[config.mk]
export PLATFORM = sky130hd
export DESIGN_NAME = fifo_read_arbiter
export DESIGN_NICKNAME = d
export VERILOG_FILES = /design/src/rtl/fifo_read_arbiter.sv
export SDC_FILE = /design/constraint.sdc
export NUM_CORES = 1
export LEC_CHECK = 0
export ABC_AREA = 1
export CAP_MARGIN = 20
export CORE_MARGIN = 2
export CORE_UTILIZATION = 54
export CTS_CLUSTER_DIAMETER = 40
export DETAILED_ROUTE_END_ITERATION = 10
export GPL_TIMING_DRIVEN = 0
export PLACE_DENSITY = 0.89
export SLEW_MARGIN = 10
export SYNTH_ARGS = -nofsm -noshare
export SYNTH_HDL_FRONTEND = slang
export SYNTH_SLANG_ARGS = --single-unit
[constraint.sdc]
create_clock -name clk_out -period 2.4 [get_ports clk_out]
set_input_delay 0.36 -clock clk_out [delete_from_list [all_inputs] [get_ports clk_out]]
set_output_delay 0.36 -clock clk_out [all_outputs]
set_load 0.005 [all_outputs]
[src/rtl/fifo_read_arbiter.sv]
// Read-side arbiter for the async FIFO: grants one consumer at a time, caps bursts, routes rd_valid.
// Define FIFO_ARB_FIXED_PRIO_EN for lowest-index-wins arbitration instead of round-robin.
module fifo_read_arbiter #(
    parameter int NUM_REQ   = 4,
    parameter int BURST_MAX = 8,
    parameter int CNT_W     = 4
) (
    input  logic               clk_out,
    input  logic               reset,
    input  logic [NUM_REQ-1:0] req,
    input  logic               flush_req,
    input  logic               empty,
    input  logic               read_enable,
    output logic               remove,
    output logic               syn_flush,
    output logic [NUM_REQ-1:0] grant,
    output logic [NUM_REQ-1:0] rd_valid,
    output logic               busy
);

    localparam int IDX_W = (NUM_REQ > 1) ? $clog2(NUM_REQ) : 1;
    localparam logic [CNT_W-1:0] BURST_LIM = CNT_W'(BURST_MAX);
    localparam logic [IDX_W-1:0] LAST_IDX  = IDX_W'(NUM_REQ - 1);

    typedef enum logic [2:0] {IDLE, ARB, GRANT, RELEASE, FLUSH} state_t;

    state_t             state;
    state_t             state_nxt;
    logic [CNT_W-1:0]   burst_cnt;
    logic [NUM_REQ-1:0] winner;
    logic               burst_done;
    logic               owner_gone;

    assign burst_done = read_enable && ((burst_cnt + CNT_W'(1)) == BURST_LIM);
    assign owner_gone = ~|(req & grant);

`ifdef FIFO_ARB_FIXED_PRIO_EN
    always_comb begin
        logic found;
        winner = '0;
        found  = 1'b0;
        for (int i = 0; i < NUM_REQ; i++) begin
            if (!found && req[i]) begin
                winner[i] = 1'b1;
                found     = 1'b1;
            end
        end
    end
`else
    logic [IDX_W-1:0] last;
    logic [IDX_W-1:0] grant_idx;

    // Scan starts just after the previous owner and wraps, giving round-robin fairness.
    always_comb begin
        logic [IDX_W-1:0] idx;
        logic             found;
        winner = '0;
        found  = 1'b0;
        idx    = (last == LAST_IDX) ? '0 : last + IDX_W'(1);
        for (int i = 0; i < NUM_REQ; i++) begin
            if (!found && req[idx]) begin
                winner[idx] = 1'b1;
                found       = 1'b1;
            end
            idx = (idx == LAST_IDX) ? '0 : idx + IDX_W'(1);
        end
    end

    always_comb begin
        grant_idx = '0;
        for (int i = 0; i < NUM_REQ; i++) begin
            if (grant[i]) begin
                grant_idx = IDX_W'(i);
            end
        end
    end

    always_ff @(posedge clk_out or posedge reset) begin
        if (reset) begin
            last <= LAST_IDX;
        end else if (state == RELEASE) begin
            last <= grant_idx;
        end
    end
`endif

    always_comb begin
        state_nxt = state;
        case (state)
            IDLE: begin
                if (flush_req) begin
                    state_nxt = FLUSH;
                end else if ((|req) && !empty) begin
                    state_nxt = ARB;
                end
            end
            ARB:     state_nxt = (|req) ? GRANT : IDLE;
            GRANT: begin
                if (flush_req) begin
                    state_nxt = FLUSH;
                end else if (burst_done || owner_gone || empty) begin
                    state_nxt = RELEASE;
                end
            end
            RELEASE: state_nxt = IDLE;
            FLUSH:   state_nxt = IDLE;
            default: state_nxt = IDLE;
        endcase
    end

    // Outputs are decoded from the next state so they appear registered with the state change.
    always_ff @(posedge clk_out or posedge reset) begin
        if (reset) begin
            state     <= IDLE;
            remove    <= 1'b0;
            syn_flush <= 1'b0;
            grant     <= '0;
            rd_valid  <= '0;
            busy      <= 1'b0;
            burst_cnt <= '0;
        end else begin
            state     <= state_nxt;
            remove    <= (state_nxt == GRANT);
            syn_flush <= (state_nxt == FLUSH);
            busy      <= (state_nxt != IDLE);
            rd_valid  <= (state_nxt == FLUSH) ? '0 : (grant & {NUM_REQ{read_enable}});

            if (state == ARB && state_nxt == GRANT) begin
                grant <= winner;
            end else if (state_nxt != GRANT && state_nxt != RELEASE) begin
                grant <= '0;
            end

            if (state == ARB || state_nxt == FLUSH) begin
                burst_cnt <= '0;
            end else if (state == GRANT && read_enable && burst_cnt != BURST_LIM) begin
                burst_cnt <= burst_cnt + CNT_W'(1);
            end
        end
    end

endmodule
==> results.sh <==
export IMPL_status="finished clean"
export IMPL_p_sw_share_pct=34.61
export IMPL_synth_top_area_share_pct=31.89
export IMPL_slew_violations=0
export IMPL_cts_buffers=3
export IMPL_crit_top_cell="nand2_1"
export IMPL_finalHoldViolCount=0
export IMPL_drive_gt1_share_pct=12.74
export IMPL_htree_num_levels=1
export IMPL_grt_pass1_wl_mm=4.878
export IMPL_antenna_found_initial=0
export IMPL_drcViolationCount=0
export IMPL_layout_min_cycle_time_ns=2.165
export IMPL_yosysSeqAreaShare_pct=35.61
export IMPL_syn_to_final_growth_pct=19.84
export IMPL_max_freq_mhz=461.9
export IMPL_crit_buf_inv=2
export IMPL_io_buffers=19
export IMPL_stdcell_area_sq_um=1693
export IMPL_drt_wl_total_mm=2.972
export IMPL_grt_overflow=0
export IMPL_max_slew_margin_rel_pct=51.74
export IMPL_cts_tree="yes"
export IMPL_wl_per_cell_microns=12.28
export IMPL_seqPwrFrac_pct=39.5
export IMPL_die_w_microns=55.15
export IMPL_clkTransAtPathRegs_ns=0.12
export IMPL_postPlaceCellArea_sq_um=1640
export IMPL_wl_met1_mm=1.320
export IMPL_cts_root_buf="clkbuf_4"
export IMPL_track_usage_pct=22.84
export IMPL_diodes=0
export IMPL_yosysWarningCount=0
export IMPL_clk_path_buf_depth=2
export IMPL_synth_area_leaders="dfrtp_1, nand2_1, ha_1"
export IMPL_hpwl_mm=2.285
export IMPL_cp_max_fo=8
export IMPL_met3_wirelength_microns=92
export IMPL_num_rows=18
export IMPL_skew_ns=0.008491
export IMPL_dr_pass1_iters=4
export IMPL_yosys_area_top_type="dfrtp_1"
export IMPL_grt_start_max_net_pins=21
export IMPL_synth_edff_count=0
export IMPL_wl_met2_mm=1.498
export IMPL_p_leak_nw=0.8830
export IMPL_start_kind="register"
export IMPL_power_density_nw_per_um2=609.9
export IMPL_critical_path_max_stage_delay_ns=0.62
export IMPL_critPathKind="reg -> reg"
export IMPL_p_int_uw=675.1
export IMPL_async_reset_ff_share_pct=100.0
export IMPL_top_layer="met4"
export IMPL_cts_resized=0
export IMPL_antenna_left=0
export IMPL_initial_utilization_pct=57.02
export IMPL_power_switching_uw=357.3
export IMPL_yosys_register_bits=20
export IMPL_fin_crit_sh_pct=90.20
export IMPL_drtIter0Drc=34
export IMPL_cts_sinks=20
export IMPL_syn_area_sq_um=1413
export IMPL_hp_class="in -> async"
export IMPL_cts_setup_buffers=0
export IMPL_fillers=220
export IMPL_grt_setup_unrepaired="false"
export IMPL_path_cells="inv_1 -> ha_1 -> inv_2 -> nand2_1 -> nand2_2 -> nand2_2 -> nand2_4 -> nor2_8 -> nand3_1 -> nand3_1 -> nand2_1 -> nand2_1"
export IMPL_core_sq_um=2477
export IMPL_synthCells=189
export IMPL_routed_via_density=5.194
export IMPL_end_kind="register"
export IMPL_ys_flop_type="dfrtp_1"
export IMPL_place_congestion=0.8805
export IMPL_setup_viol=0
export IMPL_maxCapViolations=0
export IMPL_io_pins=20
export IMPL_arrival_ns=2.42
export IMPL_synth_most_common_cell="nand2_1"
export IMPL_cp_slowest_cell="dfstp_2"
export IMPL_cts_hold_buf=0
export IMPL_avgSynthCellArea_sq_um=7.474
export IMPL_path_delay_family="simple AND/OR/NAND/NOR gates"
export IMPL_nNetsFinal=232
export IMPL_timing_setup_tns_ns=0
export IMPL_clock_power_share_pct=26.7
export IMPL_dieHeight_microns=55.15
export IMPL_clkLatencyLatePin_ns=0.31
export IMPL_holdWs_ns=0.4541
export IMPL_yosys_cell_types_count=23
export IMPL_synthTopCellsByCount="nand2_1, inv_1, nand3_1"
export IMPL_finalPower_mw=1.032
export IMPL_vias=1257
export IMPL_design_die_area_sq_um=3041
export IMPL_ir_drop_v=0.0005356
export IMPL_crit_required_ns=2.66
export IMPL_syn_nets=208
export IMPL_worst_slew_pin_slew_ns=0.7231
export IMPL_comb_power_share_pct=33.9
export IMPL_first_global_vias=1134
## logic make-up (layout without fill, tap and decap cells)
group / Yosys count / after routing / share of synthesized area, %
and+or+nand+nor: 115 / 115 / 41.63
xor gates and xnor gates: 2 / 2 / 1.240
DFF: 20 / 20 / 35.61
adders and majority gates: 10 / 10 / 8.857
buffers and inverters: 30 / 53 / 7.972
AOI/OAI and AO/OA: 12 / 12 / 4.694
## sequential cells by signal, summed over array words and instances (netlist names)
register   cells
syn_flush      1
last           2
grant          4
remove         1
burst_cnt      4
busy           1
rd_valid       4
state          3
## metal layers
metal,vias up,track usage (%)
met5,-,0
met4,0,9.350
met3,8,3.226
met2,27,38.69
met1,584,29.26
li1,638,-
## final timing paths
path / startpoint / end / slack, ns / cells after the start
max: last[0] / grant[3] / 0.24 / 12
min: reset / rd_valid[1] / 0.45 / 2
max reg2reg: last[0] / grant[3] / 0.24 / 12
min reg2reg: grant[1] / grant[1] / 0.53 / 2
max in group asynchronous: reset / state[1] / 1.48 / 2
min in group clk_out: grant[1] / grant[1] / 0.53 / 2
## power by group through the flow
stage | sequential (mW) | clock (mW) | combinational, mW
after floorplan | 0.408 | 0 | 0.255
after global placement | 0.412 | 0 | 0.335
after detailed placement | 0.414 | 0 | 0.347
after CTS | 0.408 | 0.274 | 0.350
after global routing | 0.413 | 0.296 | 0.396
final | 0.407 | 0.276 | 0.350
## layout make-up
cell class / instances / area (sq um) / area share [%]
clock buffer: 3 / 22.52 / 1.330
multi-input combinational: 139 / 797.0 / 47.08
inverter: 30 / 112.6 / 6.652
tap: 30 / 37.54 / 2.217
clock inverter: 1 / 30.03 / 1.774
sequential: 20 / 503.0 / 29.71
timing repair buffer: 19 / 190.2 / 11.23
## cell usage in the layout (no fill, tap or decap), types with 2 or more instances in the layout
| master | instances |
|---|---|
| nand2_1 | 57 |
| inv_1 | 28 |
| nand3_1 | 23 |
| clkdlybuf4s50_1 | 19 |
| dfrtp_1 | 18 |
| nor2_1 | 11 |
| ha_1 | 10 |
| o21ai_0 | 9 |
| nand2_2 | 6 |
| nand2_4 | 5 |
| nand3_2 | 3 |
| nor3_1 | 3 |
| clkbuf_4 | 3 |
| inv_2 | 2 |
| nor2_4 | 2 |
| nand4_1 | 2 |
| dfstp_2 | 2 |
## metrics by stage
| stage | utilization (%) | instances | setup slack [ns] |
|---|---|---|---|
| 2_1_floorplan | - | 189 | 0.4922 |
| 3_3_place_gp | 66.21 | 238 | 0.3114 |
| 3_5_place_dp | 66.21 | 238 | 0.2607 |
| 4_1_cts | 68.33 | 242 | 0.2296 |
| 5_1_grt | 68.33 | 242 | 0.09149 |
| 6_report | 68.33 | 242 | 0.2352 |
Note: power is estimated with default switching activity, not from simulation.
